`src/rtl/button_debouncer_if.sv`:
```
// button_debouncer_if
//   Bundles the button pin and the debounced outputs between the debouncer
//   (master, producer of the clean level and event pulses) and whatever sits
//   on the pin/consumer side (slave).
//
//   button_raw        raw pin, asynchronous, may bounce
//   button_level      debounced level, 1 = pressed
//   press_pulse       one-cycle pulse when button_level rises
//   release_pulse     one-cycle pulse when button_level falls
//   long_press_pulse  one-cycle pulse, at most once per press
interface button_debouncer_if;
  logic button_raw;
  logic button_level;
  logic press_pulse;
  logic release_pulse;
  logic long_press_pulse;

  modport master (
    input  button_raw,
    output button_level,
    output press_pulse,
    output release_pulse,
    output long_press_pulse
  );

  modport slave (
    output button_raw,
    input  button_level,
    input  press_pulse,
    input  release_pulse,
    input  long_press_pulse
  );
endinterface

```
`src/rtl/button_debouncer.sv`:
```
// button_debouncer
//   Turns a raw, bouncing, asynchronous push-button pin into a clean
//   synchronous level plus one-cycle press / release / long-press pulses.
//   A 2-flop synchronizer feeds a 4-state debounce FSM; a level change is
//   accepted only after DEBOUNCE_CYCLES consecutive agreeing samples.
//
//   Ports:
//     clk    system clock, all state on the rising edge
//     reset  asynchronous, active-low reset (0 = reset asserted)
//     bif    button_debouncer_if.master (button_raw in; button_level,
//            press_pulse, release_pulse, long_press_pulse out)
//
//   Build option:
//     BUTTON_LONG_PRESS_EN  when defined, adds the long-press timer. When
//                           undefined, long_press_pulse is tied to 0 and the
//                           LONG_* parameters have no effect.
//
//   state        | meaning
//   RELEASED     | stable released, level 0
//   PRESS_WAIT   | sync2 high, counting towards an accepted press
//   PRESSED      | stable pressed, level 1
//   RELEASE_WAIT | sync2 low, counting towards an accepted release
module button_debouncer #(
  parameter int DEBOUNCE_CYCLES   = 1000,
  parameter int CNT_WIDTH         = 16,
  parameter int LONG_PRESS_CYCLES = 1000000,
  parameter int LONG_WIDTH        = 24
) (
  input  logic               clk,
  input  logic               reset,
  button_debouncer_if.master bif
);

  typedef enum logic [1:0] {
    RELEASED     = 2'd0,
    PRESS_WAIT   = 2'd1,
    PRESSED      = 2'd2,
    RELEASE_WAIT = 2'd3
  } state_t;

  localparam logic [CNT_WIDTH-1:0] DB_LAST = CNT_WIDTH'(DEBOUNCE_CYCLES - 1);

  logic                 sync1;
  logic                 sync2;
  state_t               state;
  logic [CNT_WIDTH-1:0] cnt;
  logic                 button_level;
  logic                 press_pulse;
  logic                 release_pulse;

  always_ff @(posedge clk or negedge reset) begin
    if (!reset) begin
      sync1 <= 1'b0;
      sync2 <= 1'b0;
    end else begin
      sync1 <= bif.button_raw;
      sync2 <= sync1;
    end
  end

  always_ff @(posedge clk or negedge reset) begin
    if (!reset) begin
      state         <= RELEASED;
      cnt           <= '0;
      button_level  <= 1'b0;
      press_pulse   <= 1'b0;
      release_pulse <= 1'b0;
    end else begin
      press_pulse   <= 1'b0;
      release_pulse <= 1'b0;
      case (state)
        RELEASED: begin
          if (sync2) begin
            state <= PRESS_WAIT;
            cnt   <= CNT_WIDTH'(1);
          end else begin
            cnt <= '0;
          end
        end
        PRESS_WAIT: begin
          if (!sync2) begin
            state <= RELEASED;
            cnt   <= '0;
          end else if (cnt == DB_LAST) begin
            state        <= PRESSED;
            button_level <= 1'b1;
            press_pulse  <= 1'b1;
          end else begin
            cnt <= cnt + CNT_WIDTH'(1);
          end
        end
        PRESSED: begin
          if (!sync2) begin
            state <= RELEASE_WAIT;
            cnt   <= CNT_WIDTH'(1);
          end
        end
        RELEASE_WAIT: begin
          // A bounce back high is the same press: return without a pulse.
          if (sync2) begin
            state <= PRESSED;
            cnt   <= '0;
          end else if (cnt == DB_LAST) begin
            state         <= RELEASED;
            button_level  <= 1'b0;
            release_pulse <= 1'b1;
          end else begin
            cnt <= cnt + CNT_WIDTH'(1);
          end
        end
        default: begin
          state        <= RELEASED;
          cnt          <= '0;
          button_level <= 1'b0;
        end
      endcase
    end
  end

  assign bif.button_level  = button_level;
  assign bif.press_pulse   = press_pulse;
  assign bif.release_pulse = release_pulse;

`ifdef BUTTON_LONG_PRESS_EN
  localparam logic [LONG_WIDTH-1:0] LONG_LAST = LONG_WIDTH'(LONG_PRESS_CYCLES - 1);

  logic [LONG_WIDTH-1:0] lcnt;
  logic                  long_fired;
  logic                  long_press_pulse;
  logic                  release_accept;

  // Same condition that moves the FSM from RELEASE_WAIT to RELEASED, so the
  // timer is already clear on the first RELEASED cycle.
  assign release_accept = (state == RELEASE_WAIT) && !sync2 && (cnt == DB_LAST);

  always_ff @(posedge clk or negedge reset) begin
    if (!reset) begin
      lcnt             <= '0;
      long_fired       <= 1'b0;
      long_press_pulse <= 1'b0;
    end else begin
      long_press_pulse <= 1'b0;
      case (state)
        PRESSED: begin
          // Saturates at the terminal count; long_fired limits it to one pulse.
          if (lcnt == LONG_LAST) begin
            if (!long_fired) begin
              long_press_pulse <= 1'b1;
              long_fired       <= 1'b1;
            end
          end else begin
            lcnt <= lcnt + LONG_WIDTH'(1);
          end
        end
        RELEASE_WAIT: begin
          // Time spent here does not count towards a long press.
          if (release_accept) begin
            lcnt       <= '0;
            long_fired <= 1'b0;
          end
        end
        default: begin
          lcnt       <= '0;
          long_fired <= 1'b0;
        end
      endcase
    end
  end

  assign bif.long_press_pulse = long_press_pulse;
`else
  // Long-press feature compiled out: the LONG_* parameters only feed this
  // constant, which is ANDed down to 0.
  localparam logic LONG_TIE_OFF = 1'b0 & (LONG_PRESS_CYCLES > 0) & (LONG_WIDTH > 0);

  assign bif.long_press_pulse = LONG_TIE_OFF;
`endif

endmodule

```
`src/flat_wrapper.sv`:
```
// flat-port wrapper written by rule: the top's interface ports become plain ports
module button_debouncer_flat 
#(
  parameter int DEBOUNCE_CYCLES   = 1000,
  parameter int CNT_WIDTH         = 16,
  parameter int LONG_PRESS_CYCLES = 1000000,
  parameter int LONG_WIDTH        = 24
)
  (clk, reset, bif_button_raw, bif_button_level, bif_press_pulse, bif_release_pulse, bif_long_press_pulse);
  button_debouncer_if bif_i ();
  input  logic clk;
  input  logic reset;
  input wire logic [$bits(bif_i.button_raw)-1:0] bif_button_raw;
  output wire logic [$bits(bif_i.button_level)-1:0] bif_button_level;
  output wire logic [$bits(bif_i.press_pulse)-1:0] bif_press_pulse;
  output wire logic [$bits(bif_i.release_pulse)-1:0] bif_release_pulse;
  output wire logic [$bits(bif_i.long_press_pulse)-1:0] bif_long_press_pulse;
  assign bif_i.button_raw = bif_button_raw;
  assign bif_button_level = bif_i.button_level;
  assign bif_press_pulse = bif_i.press_pulse;
  assign bif_release_pulse = bif_i.release_pulse;
  assign bif_long_press_pulse = bif_i.long_press_pulse;
  button_debouncer #(.DEBOUNCE_CYCLES(DEBOUNCE_CYCLES), .CNT_WIDTH(CNT_WIDTH), .LONG_PRESS_CYCLES(LONG_PRESS_CYCLES), .LONG_WIDTH(LONG_WIDTH)) u_core (.clk(clk), .reset(reset), .bif(bif_i));
endmodule
```
`config.mk`:
```
export PLATFORM = sky130hd
export DESIGN_NAME = button_debouncer_flat
export DESIGN_NICKNAME = d
export VERILOG_FILES = /design/src/rtl/button_debouncer_if.sv /design/src/rtl/button_debouncer.sv /design/src/flat_wrapper.sv
export SDC_FILE = /design/constraint.sdc
export NUM_CORES = 1
export LEC_CHECK = 0
export ABC_AREA = 1
export CAP_MARGIN = 20
export CORE_MARGIN = 2
export CORE_UTILIZATION = 55
export DETAILED_ROUTE_END_ITERATION = 8
export GPL_TIMING_DRIVEN = 1
export PLACE_DENSITY = 0.76
export SETUP_SLACK_MARGIN = 0.02
export SYNTH_ARGS = -nofsm -noshare
export SYNTH_HDL_FRONTEND = slang
export SYNTH_SLANG_ARGS = --single-unit
```
`constraint.sdc`:
```
create_clock -name clk -period 3.9 [get_ports clk]
set_input_delay 0.975 -clock clk [delete_from_list [all_inputs] [get_ports clk]]
set_output_delay 0.975 -clock clk [all_outputs]
set_load 0.05 [all_outputs]
```
---- Word level (Yosys, flattened, before mapping) ----
Cells that the tools add are included.
W data, S select, Z words.
word-level totals
  register bits ........................... 23
  latch bits .............................. 0
  bits in writable memories ............... 0
  memory bits (read-only) ................. 0
  bits of input ports ..................... 3
  output and inout bits ................... 4
  word-level logic and storage cells ...... 47
  memories ................................ 0
operators by class
  $add $sub $neg .......................... 1
  $mul .................................... 0
  div/mod/pow operators ................... 0
  order comparisons ....................... 0
  eq/ne operators ......................... 12
  shift-type cells ........................ 0
  muxes and demuxes ....................... 23
  bitwise gates (word level) .............. 0
  reduce and logical (&&, ||, !) cells .... 4
operators by type and width
  operator                 number
  $mux W16                 4
  $pmux W16 S4             1
  $add A16 B1 Y16 const B  1
  $eq A16 B10 Y1 const B   1
  $mux W2                  6
  $mux W1                  10
  $ne A2 B1 Y1 const B     4
  $pmux W2 S4              1
  $reduce_and A5 Y1        1
  $eq A2 B2 Y1 const B     2
  $ne A2 B2 Y1 const B     2
  $reduce_and A4 Y1        1
  $ne A3 B1 Y1 const B     1
  $ne A3 B3 Y1 const B     1
  $eq A2 B1 Y1 const B     1
  $logic_not A2 Y1         1
  $pmux W1 S2              1
  $reduce_bool A2 Y1       1

---- Depth between registers and ports, before layout ----
  depth after elaboration ................. 4
  depth in mapped cells ................... 10

---- Worst setup path after synthesis ----
No wires, ideal clock.
  path kind ............................... register -> output
  start ................................... register u_core.button_level (netlist: u_core.bif.button_level)
  end ..................................... output port bif_button_level
  data arrival time ....................... 600 ps
  setup slack ............................. 2,325 ps
  cell stages (with the launch flop) ...... 1
  buffers on the path ..................... 0
  cells stage by stage .................... dfrtp_1
RTL lines
  item                    line                     text
  from (decl)             button_debouncer.sv:47   logic button_level;
  from (signal assigned)  button_debouncer.sv:65   button_level <= 1'b0;
  from (signal assigned)  button_debouncer.sv:86   button_level <= 1'b1;
  from (signal assigned)  button_debouncer.sv:105  button_level <= 1'b0;
  to (decl)               flat_wrapper.sv:14       output wire logic [$bits(bif_i.button_level)-1:0] bif_button_level;
No word-level cell between the ends.

---- Worst setup path after layout ----
  start ................................... register u_core.button_level (netlist: u_core.bif.button_level)
  end ..................................... output port bif_button_level
No word-level cell between the ends.

==> out/results.tsv <==
stage	metric	value	unit
timing	Fin Setup TNS	0	ps
min_path	Hold Crit Start	u_core.sync1	
cts	Clock Tree Buf Depth	2	
logic_synthesis	ys flop type	dfrtp_1	
logic_synthesis	mean post-synth cell area	7.28	sq um
layout	fin util	62.6	%
global_route	vias in the first global route	1104	
place	Detailed Place HPWL	1970	um
layout	Layout area overhead	8.30	%
floorplanning	die area	2700	sq um
pwr	Max VDD drop	0.217	mV
timing	fin crit period	2480	ps
pwr	Pwr Density	275	nW/um^2
status	outcome	finished, final reports clean	
global_route	global-route wire length before repair	4660	um
logic_synthesis	post-synth top area share	45.5	%
logic_synthesis	Yosys top cell by area	dfrtp_1	
layout	multi-input logic area	582	sq um
timing	Slew @ Worst Pin	558	ps
timing	skew final	7.79	ps
floorplanning	I/O pins	7	
global_route	GR Util All Layers	23.3	%
global_route	largest net degree at the start of global routing	24	
cts	H-Tree Depth	1	
min_path	Hold Crit Class	reg2reg	
route	TritonRoute pass-1 iters	4	
layout	final net count	186	
setup_path	worst-path cell chain	clkdlybuf4s50_1	
logic_synthesis	synthesized flop and latch total	23	
cts	clock sink count	23	
timing	setup violators final	0	
logic_synthesis	Netlist Area Pre-Place	1270	sq um
logic_synthesis	register area share after synthesis	45.5	%
cts	postcts setup bufs	0	
job	maxcap violations	0	
setup_path	Crit Path Class	reg2out	
logic_synthesis	Post-synth EDFFs	0	
timing	Tcrit/Tclk final	63.7	%
global_route	initial antenna violation count	0	
logic_synthesis	post-synth cell types	20	
floorplanning	Initial Utilization	57.8	%
route	Routed WL	2680	um
setup_path	crit-path max FO	2	
setup_path	cell family with most CP delay	buffers and inverters	
route	vias per cell	5.46	
min_path	Worst Hold Depth	0	
setup_path	worst path required time	2920	ps
setup_path	Critical Path AT	1510	ps
pwr	Final Total Pwr	0.000377	W
setup_path	critical path depth	1	
setup_path	crit path buf inv count	1	
floorplanning	core area	2190	sq um
logic_synthesis	synth warn	0	
layout	fraction of layout cells with a size suffix above 1	5.52	%
cts	CTS hold repair buffers	0	
setup_path	R2R depth	8	
min_path	Hold Crit Endpoint	u_core.sync2	
floorplanning	die width	52.0	um
place	Port Buffers	5	
floorplanning	Std-Cell Rows	17	
route	antenna viol nets, final	0	
logic_synthesis	top post-synthesis cells by count	45 x nand2_1, 28 x nand3_1, 23 x dfrtp_1	
place	DP Area	1330	sq um
timing	maximum clock frequency	402	MHz
place	GPL Wtd Cong	0.959	
cts	post-CTS sizing	0	
route	WL/cell	12.8	um
setup_path	Max stage delay on crit path	810	ps
setup_path	Critical R2R Launch	u_core.cnt[0]	
timing	final hold violation count	0	
setup_path	CP max stage cell	clkdlybuf4s50_1	
cts	CTS tree	yes	
logic_synthesis	cell count after synthesis	174	
timing	max-slew violations	0	
logic_synthesis	Syn Nets	178	
route	DRC Markers	0	
setup_path	FF-to-FF End	u_core.cnt[12]	
timing	Max transition margin	62.7	%
setup_path	Crit. End Element	output port	
layout	# diodes	0	
cts	CTS Buf Count	3	
route	initial DRC count	54	
global_route	grt ovf	0	
setup_path	startpoint types	register	
setup_path	Crit. Startpoint	u_core.bif.button_level	
floorplanning	Die Ht	52.0	um
timing	RSZ-0062 raised after global routing	no	
logic_synthesis	most frequent cell after synthesis	nand2_1	
cts	CTS clk-pin slew, worst paths	130	ps
logic_synthesis	async set or reset register ratio after synthesis	100	%
route	via count	1142	
layout	post-route design area	1370	sq um
cts	CTS root buf	clkbuf_4	
cts	clk_lat worst skew	310	ps
setup_path	FF-to-FF setup slack	2260	ps
layout	register area	576	sq um
logic_synthesis	top area cells in the synthesized netlist	dfrtp_1 45%, nand2_1 13%, nand3_1 11%, inv_1 6.5%, o21ai_0 6.3%	
layout	Fillers	197	
pwr	Lkg Pwr	0.657	nW
==> power breakdown <==
group	switching, W	internal [W]	total (W)	leakage (nW)
clock	0.0000740	0.0000383	0.000112	0.0177
combinational	0.0000136	0.00000659	0.0000202	0.327
sequential	0.00000331	0.000241	0.000245	0.312
total	0.0000910	0.000286	0.000377	0.657
==> metal layers <==
| layer | part of all wire (%) | vias to the layer above | GRT usage, % |
|---|---|---|---|
| met4 | 1.7 | 0 | 10.1 |
| li1 | - | 576 | - |
| met2 | 47 | 49 | 38.0 |
| met3 | 6.2 | 8 | 3.45 |
| met5 | 0 | - | 0 |
| met1 | 45 | 509 | 30.6 |
==> how the worst max path moves through the flow <==
stage / end / slack, ps
final: bif_button_level / 1420
after global routing: bif_button_level / 1380
after CTS: bif_button_level / 1410
after detailed placement: u_core.cnt[1] / 1620
after global placement: u_core.cnt[1] / 1680
after floorplan: bif_button_level / 2320
==> flip-flops by register name, summed over array words and instances (netlist names), named ones only <==
signal                    cells
u_core.bif.button_level       1
u_core.bif.press_pulse        1
u_core.bif.release_pulse      1
u_core.cnt                   16
u_core.state                  1
u_core.sync1                  1
u_core.sync2                  1
==> metrics by stage <==
stage / instances / hold WS (ps) / setup slack [ps]
after global placement: 204 / 333 / 1680
final: 209 / 366 / 1420
after floorplan: 174 / 331 / 2320
after CTS: 208 / 367 / 1410
after detailed placement: 204 / 337 / 1620
after global routing: 209 / 386 / 1380
==> logic make-up (layout without fill, tap and decap cells) <==
group	count (synthesis)	count (layout)	share of synthesized area (%)
AND/OR/NAND/NOR	97	97	32.7
buffers and inverters	26	33	8.60
AO/OA/AOI/OAI	25	25	10.7
flip-flops	23	23	45.5
adder cells (fa/ha/maj)	1	1	0.988
other	1	1	0.296
XOR/XNOR	1	1	1.28
==> final cells by class <==
class | count | share of cell area, %
Multi-Input combinational cell | 125 | 42.4
Sequential cell | 23 | 42.0
Inverter | 23 | 6.30
Timing Repair Buffer | 6 | 4.74
Tap cell | 28 | 2.55
Clock buffer | 3 | 1.64
Clock inverter | 1 | 0.365
==> layout by cell type (no fill, tap or decap), types with 2 or more instances in the layout <==
cell type	netlist	final
clkdlybuf4s50_1	0	5
nor2_1	16	16
o21ai_0	16	16
inv_1	22	22
nand4_1	2	2
a21oi_1	7	7
clkbuf_4	0	3
nor3_1	4	4
nand2_1	45	45
nand3_1	28	28
dfrtp_1	23	23
No activity file was read; power rests on OpenSTA's default activity.
